File: src/rtl/m68k_bus_pkg.sv
// Shared types and address map for the fx68k bus controller.
package m68k_bus_pkg;

    typedef enum logic [2:0] {REG_ROM, REG_RAM, REG_IO, REG_IACK, REG_NONE} region_t;
    typedef enum logic [1:0] {IDLE, WAIT, ACK, HOLD} state_t;

    localparam logic [23:0] ROM_BASE = 24'h000000;
    localparam logic [23:0] ROM_MASK = 24'hFF0000;
    localparam logic [23:0] RAM_BASE = 24'h100000;
    localparam logic [23:0] RAM_MASK = 24'hFF0000;
    localparam logic [23:0] IO_BASE  = 24'h200000;
    localparam logic [23:0] IO_MASK  = 24'hFFFF00;

    // Function code 7 is an interrupt acknowledge regardless of address.
    function automatic region_t decode(input logic [2:0] fc, input logic [23:0] addr);
        if (fc == 3'b111)                       return REG_IACK;
        else if ((addr & ROM_MASK) == ROM_BASE) return REG_ROM;
        else if ((addr & RAM_MASK) == RAM_BASE) return REG_RAM;
        else if ((addr & IO_MASK) == IO_BASE)   return REG_IO;
        else                                    return REG_NONE;
    endfunction

endpackage

File: src/rtl/m68k_irq_ctrl.sv
// Vblank interrupt: edge detect, pending flag, IPL encode, clear on matching IACK.
module m68k_irq_ctrl #(
    parameter logic [2:0] IRQ_LEVEL = 3'd4
) (
    input  logic       clk,
    input  logic       reset,
    input  logic       vblank,
    input  logic       iack_clr,
    output logic [2:0] cpu_ipl_n
);

    logic vblank_q;
    logic irq_pending;

    // A new vblank edge wins over a simultaneous acknowledge so no frame is lost.
    always_ff @(posedge clk) begin
        if (reset) begin
            vblank_q    <= 1'b0;
            irq_pending <= 1'b0;
        end else begin
            vblank_q <= vblank;
            if (vblank && !vblank_q)
                irq_pending <= 1'b1;
            else if (iack_clr)
                irq_pending <= 1'b0;
        end
    end

    assign cpu_ipl_n = irq_pending ? ~IRQ_LEVEL : 3'b111;

endmodule

File: src/rtl/m68k_bus_ctrl.sv
// fx68k bus controller: region decode, wait states, DTACK/VPA, byte strobes, vblank IRQ.
module m68k_bus_ctrl
    import m68k_bus_pkg::*;
#(
    parameter int         ROM_WAIT  = 1,
    parameter int         RAM_WAIT  = 1,
    parameter int         IO_WAIT   = 2,
    parameter logic [2:0] IRQ_LEVEL = 3'd4
) (
    input  logic        clk,
    input  logic        reset,
    input  logic        cpu_as_n,
    input  logic        cpu_uds_n,
    input  logic        cpu_lds_n,
    input  logic        cpu_rw,
    input  logic [2:0]  cpu_fc,
    input  logic [22:0] cpu_addr,
    input  logic [15:0] cpu_dout,
    output logic [15:0] cpu_din,
    output logic        cpu_dtack_n,
    output logic        cpu_vpa_n,
    output logic [2:0]  cpu_ipl_n,
    output logic [14:0] mem_addr,
    output logic [15:0] mem_wdata,
    input  logic [15:0] rom_q,
    input  logic [15:0] ram_q,
    output logic [1:0]  ram_we,
    input  logic [15:0] io_q,
    output logic [1:0]  io_we,
    output logic        io_re,
    input  logic        vblank
);

    localparam int MAX_WAIT = (ROM_WAIT > RAM_WAIT) ?
                              ((ROM_WAIT > IO_WAIT) ? ROM_WAIT : IO_WAIT) :
                              ((RAM_WAIT > IO_WAIT) ? RAM_WAIT : IO_WAIT);
    localparam int CW = $clog2(MAX_WAIT) + 1;

    state_t        state;
    region_t       region;
    region_t       dec;
    logic          rd;
    logic [1:0]    bmask;
    logic [CW-1:0] cnt;
    logic [CW-1:0] load_cnt;
    logic          start;
    logic          iack_clr;

    assign dec   = decode(cpu_fc, {cpu_addr, 1'b0});
    assign start = !cpu_as_n && (!cpu_uds_n || !cpu_lds_n);

    // IACK shares the slow IO timing.
    always_comb begin
        load_cnt = CW'(IO_WAIT - 1);
        case (dec)
            REG_ROM: load_cnt = CW'(ROM_WAIT - 1);
            REG_RAM: load_cnt = CW'(RAM_WAIT - 1);
            default: load_cnt = CW'(IO_WAIT - 1);
        endcase
    end

    // The acknowledged level sits on A[3:1], which is mem_addr[2:0].
    assign iack_clr = (state == ACK) && (region == REG_IACK) && (mem_addr[2:0] == IRQ_LEVEL);

    always_ff @(posedge clk) begin
        if (reset) begin
            state       <= IDLE;
            region      <= REG_NONE;
            rd          <= 1'b1;
            bmask       <= 2'b00;
            cnt         <= '0;
            cpu_din     <= 16'h0000;
            cpu_dtack_n <= 1'b1;
            cpu_vpa_n   <= 1'b1;
            mem_addr    <= 15'h0000;
            mem_wdata   <= 16'h0000;
            ram_we      <= 2'b00;
            io_we       <= 2'b00;
            io_re       <= 1'b0;
        end else begin
            ram_we <= 2'b00;
            io_we  <= 2'b00;
            io_re  <= 1'b0;
            case (state)
                IDLE: if (start) begin
                    mem_addr  <= cpu_addr[14:0];
                    mem_wdata <= cpu_dout;
                    region    <= dec;
                    rd        <= cpu_rw;
                    bmask     <= {~cpu_uds_n, ~cpu_lds_n};
                    cnt       <= load_cnt;
                    io_re     <= (dec == REG_IO) && cpu_rw;
                    state     <= WAIT;
                end
                WAIT: if (cnt == '0) begin
                    // Strobes are raised on entry to ACK so they last exactly that cycle.
                    if (!rd && region == REG_RAM) ram_we <= bmask;
                    if (!rd && region == REG_IO)  io_we  <= bmask;
                    state <= ACK;
                end else begin
                    cnt <= cnt - 1'b1;
                end
                ACK: begin
                    if (rd) begin
                        case (region)
                            REG_ROM: cpu_din <= rom_q;
                            REG_RAM: cpu_din <= ram_q;
                            REG_IO:  cpu_din <= io_q;
                            default: cpu_din <= 16'hFFFF;
                        endcase
                    end
                    if (region == REG_IACK) cpu_vpa_n   <= 1'b0;
                    else                    cpu_dtack_n <= 1'b0;
                    state <= HOLD;
                end
                HOLD: if (cpu_as_n) begin
                    cpu_dtack_n <= 1'b1;
                    cpu_vpa_n   <= 1'b1;
                    state       <= IDLE;
                end
                default: state <= IDLE;
            endcase
        end
    end

    m68k_irq_ctrl #(.IRQ_LEVEL(IRQ_LEVEL)) u_irq (
        .clk       (clk),
        .reset     (reset),
        .vblank    (vblank),
        .iack_clr  (iack_clr),
        .cpu_ipl_n (cpu_ipl_n)
    );

    wait_params_legal: assert property (@(posedge clk)
        ROM_WAIT >= 1 && RAM_WAIT >= 1 && IO_WAIT >= 1 && IRQ_LEVEL != 3'd0);

endmodule

File: config.mk
export PLATFORM = sky130hd
export DESIGN_NAME = m68k_bus_ctrl
export DESIGN_NICKNAME = d
export VERILOG_FILES = /design/src/rtl/m68k_bus_pkg.sv /design/src/rtl/m68k_irq_ctrl.sv /design/src/rtl/m68k_bus_ctrl.sv
export SDC_FILE = /design/constraint.sdc
export NUM_CORES = 1
export LEC_CHECK = 0
export BUFFER_PORTS_ARGS = -buffer_cell sky130_fd_sc_hd__buf_2
export CORE_MARGIN = 10
export CORE_UTILIZATION = 35
export CTS_BUF_LIST = sky130_fd_sc_hd__clkbuf_16
export DETAILED_ROUTE_END_ITERATION = 6
export PLACE_DENSITY = 0.65
export RECOVER_POWER = 100
export SYNTH_ARGS = -nofsm -noshare
export SYNTH_HDL_FRONTEND = slang
export SYNTH_SLANG_ARGS = --single-unit
File: constraint.sdc
create_clock -name clk -period 3.7 [get_ports clk]
set_input_delay 0.74 -clock clk [delete_from_list [all_inputs] [get_ports clk]]
set_output_delay 0.74 -clock clk [all_outputs]
set_load 0.005 [all_outputs]
; ---- Yosys cells after proc, flatten, opt, wreduce, memory -nomap -nowiden
; Cells that the tools add are included.
[classes]
add_sub_neg = 1
eq_ne = 18
n_mux = 21
bitwise_logic = 8
reduce_logical = 31
[op_table]
columns = op, n
row1 = $pmux 16 s3, 1
row2 = $logic_not 24->1, 1
row3 = $eq 16x14->1 const B, 1
row4 = $mux 3, 5
row5 = $reduce_and 3->1, 4
row6 = $mux 2, 5
row7 = $ne 2x2->1 const B, 5
row8 = $eq 3x2->1 const B, 3
row9 = $eq 8x5->1 const B, 1
row10 = $not 1->1, 8
row11 = $pmux 2 s4, 1
row12 = $reduce_or 4->1, 2
row13 = $logic_and 1x1->1, 7
row14 = $eq 3x1->1 const B, 2
row15 = $eq 3x3->1 const B, 2
row16 = $logic_not 3->1, 2
row17 = $mux 1, 6
row18 = $reduce_bool 2->1, 3
row19 = $logic_not 1->1, 5
row20 = $eq 2x2->1 const B, 2
row21 = $logic_not 2->1, 2
row22 = $pmux 1 s2, 2
row23 = $pmux 2 s2, 1
row24 = $reduce_and 2->1, 2
row25 = 6 further kinds, 6
[totals]
reg_bits = 66
input_bits = 97
out_inout_bits = 57

; ---- Logic depth before layout (Yosys ltp)
[depth]
ltp_word = 10
ltp_mapped = 8
depth_no_buf = 6

; ---- Hierarchy
; From an unflattened synthesis, not the netlist that was laid out.
[hier_totals]
hier_cells = 332
hier_area_um2 = 2941.6
[modules_own_cells]
columns = module, instances, cells_per_inst, area_per_inst_um2, seq_area_each_um2
row1 = m68k_bus_ctrl, 1, 322, 2851.5, 1281.2
row2 = m68k_irq_ctrl, 1, 10, 90.1, 40.0

; ---- Least setup slack after synthesis
; Ideal clock, no wire load.
[synth_path]
kind = in2reg
from = in cpu_addr[12]
to = reg region[2]
t_arrival_ns = 1.842
required_time_ns = 3.578
setup_slack_ns = 1.736
cell_stages = 4
path_buffers = 0
path_cell_list = or4b_1 -> nor3_1 -> nand4_1 -> a221o_1
[synth_between]
elab_chain_cells = 5
[synth_lines]
columns = element, line_no
row1 = from (decl), m68k_bus_ctrl.sv:17  ; input logic [22:0] cpu_addr,
row2 = $eq 16x14->1, m68k_bus_pkg.sv:19  ; else if ((addr & IO_MASK) == IO_BASE) return REG_IO;
row3 = $mux 3, m68k_bus_pkg.sv:19
row4 = $mux 3, m68k_bus_pkg.sv:18  ; else if ((addr & RAM_MASK) == RAM_BASE) return REG_RAM;
row5 = $mux 3, m68k_bus_pkg.sv:17  ; else if ((addr & ROM_MASK) == ROM_BASE) return REG_ROM;
row6 = $mux 3, m68k_bus_pkg.sv:16  ; if (fc == 3'b111) return REG_IACK;
row7 = to (signal assigned), m68k_bus_ctrl.sv:68  ; region <= REG_NONE;
row8 = to (signal assigned), m68k_bus_ctrl.sv:88  ; region <= dec;
row9 = to (decl), m68k_bus_ctrl.sv:40  ; region_t region;
; Every way passes these cells.
; A chain may end at the register's enable or synchronous reset.

; ---- Worst setup path in the final report
[layout_path]
from = in reset
to = reg region[0]
[layout_lines]
columns = element, line_no
row1 = from (decl), m68k_bus_ctrl.sv:11  ; input logic reset,
; No word-level cell between the ends.

==> results.cfg <==
[yosys]
yosysTopAreaCellShare_pct = 46.9
syn_inst = 332
yosysTopAreaCell = dfxtp_1
synth-edff-count = 0
ys.flop_type = dfxtp_1
postSynthAreaPerCell_um2 = 8.49
async_flop_share_pct = 0
synth.distinct_cells = 39
synthesis.area_um2 = 2820
yosysWarnings = 0
synth_seq_cells = 66
synth_area_leaders = dfxtp_1 47%, nand2_1 11%, a21oi_1 6.7%, a22oi_1 4.3%, nor2_1 4.0%
ys_seq_area_share_pct = 46.9

[drt]
drc_errors = 0
wirelength_mm = 9.38
drt_iter0_markers = 178
viasPerCell = 4.95
drtAntennaViolNets = 0
routedWlPerCell_um = 16.1
via_count = 2883
dr.pass1.iters = 4

[sta]
min_period_ps = 2410
clock_skew_ps = 4.70
hold_ws_ps = 454
final_hold_viol_count = 0
timing.fmax_mhz = 414
max_slew_margin_pct = 11.7
finalCritPeriodShare_pct = 65.2
tightest_slew_ps = 1320
finalSetupViolCount = 0
fin_ws_ps = 1290
fin_setup_tns_ps = 0
slew_violations = 0
grt_setup_unrepaired = false

[job]
drv_cap = 0

[placement]
io_buffers = 151
gp_congestion = 0.872
hpwl_mm = 7.22
dp_slack_ps = 1360

[final_layout]
final_common_cell = buf_2
n_antenna_cell = 0
fillers = 787
layout_common_cells = 100 x buf_2, 83 x nand2_1, 66 x dfxtp_1
drive_gt1_share_pct = 25.8
utilization_pct = 48.8
final_nets = 579
area_delta_synth_final_pct = 34.3

[setup_path]
cp_cell_sequence = clkbuf_1, clkbuf_2, nor3_1
cp_max_fo = 36
arrival_ps = 2590
path_buf_inv = 2
startpoint_type = primary input
crit_family = buffers and inverters
cpMaxStageDelayCell = clkbuf_1
worstSetupPathType = primary input to flop
cp.required_ps = 3880
slowest_delay_ps = 940
cp-end-kind = flop

[power_and_ir_drop]
powerDensity_nw_per_um2 = 645
leakage_nw = 1.54
peakVddDrop_uv = 341
p_total_mw = 2.44

[floorplanning]
io_pins = 154
core_area_um2 = 7770
die_h_um = 110
row_count = 32
start_util_pct = 36.3
dieArea_um2 = 12000
die_w_um = 110

[clocking]
htreeDepth = 3
cts_buffer_depth = 2
cts_buffers = 9
ctsResizeCount = 0
clkSlewWorstSetupHoldPaths_ps = 60
cts_tree = yes
cts_sinks = 66
clock_latency_ps = 320
cts_hold_buf = 0
cts_root_buf = clkbuf_16
post_cts_buffers = 0

[global_routing]
grt_pass1_wl_mm = 14.6
antenna_found_initial = 1
grt_max_degree = 37
grtUsageTotal_pct = 15.3
grt_pass1_vias = 2971
overflow = 0

[worst_hold_path]
hp-class = flop to flop

[status]
status = complete, no violations
## metrics by stage
step,std cells,cell area (um2)
after detailed placement,567,3620
after global placement,567,3620
after global routing,583,3790
after floorplan,333,2820
final,583,3790
after CTS,583,3890
## worst min-delay path, cell delays in order, from the launching register on
cell	delay [ps]
dfxtp_1	310
nand2_1	50
a21oi_1	50
## kinds of logic (layout without fill, tap and decap cells)
kind of cell / after synthesis / count (layout) / share of synthesized area, %
AND/OR/NAND/NOR: 143 / 143 / 23.3
AO/OA/AOI/OAI: 83 / 83 / 21.1
flip-flops: 66 / 66 / 46.9
buffers and inverters: 31 / 179 / 5.19
adder cells (fa/ha/maj): 6 / 6 / 2.66
multiplexers: 2 / 2 / 0.710
other: 1 / 2 / 0.133
## cells in the mapped netlist (all sizes together) (2+ instances only)
cell	n
o21bai	2
nor3	3
dfxtp	66
nor2	30
nand3	3
clkbuf	13
and2	3
a21oi	38
nor2b	2
buf	10
nor3b	3
ha	6
a22oi	16
mux2i	2
nand3b	2
nand2	83
and3	4
nand4b	2
nand2b	2
inv	8
a311oi	17
nor4	2
a211oi	4
## per-layer routing
layer	vias to the layer above	track usage, %	part of all wire (%)
met4	2	5.30	1.0
met1	1281	18.0	43
met3	10	7.78	13
met2	146	23.7	43
met5	-	0	0.14
li1	1444	-	-
## where the power goes
group	internal (mW)	switching (mW)
clock	0.451	0.316
combinational	0.299	0.410
sequential	0.865	0.102
total	1.61	0.828
## state kept, by name, summed over array words and instances (netlist names), 2 cells and up
signal and flops:
bmask 2, cnt 2, cpu_din 16, io_we 2, mem_addr 15, mem_wdata 16
ram_we 2, region 3, state 2
## cell type report
class	instances	area (um2)	area share (%)
clock buffer	9	225	5.95
clock inverter	7	45.0	1.19
inverter	8	30.0	0.793
multi-input combinational	236	1320	34.8
sequential	66	1320	34.9
tap	102	128	3.37
timing repair buffer	155	719	19.0
## worst paths after layout
| kind | startpoint | to | cells past startpoint | slack, ps |
|---|---|---|---|---|
| setup / recovery | reset | region[0] | 3 | 1290 |
| hold / removal | mem_wdata[7] | mem_wdata[7] | 2 | 450 |
| setup reg to reg | state[0] | cpu_din[15] | 7 | 1500 |
| hold reg to reg | mem_wdata[7] | mem_wdata[7] | 2 | 450 |
(Power assumes the default switching activity.)
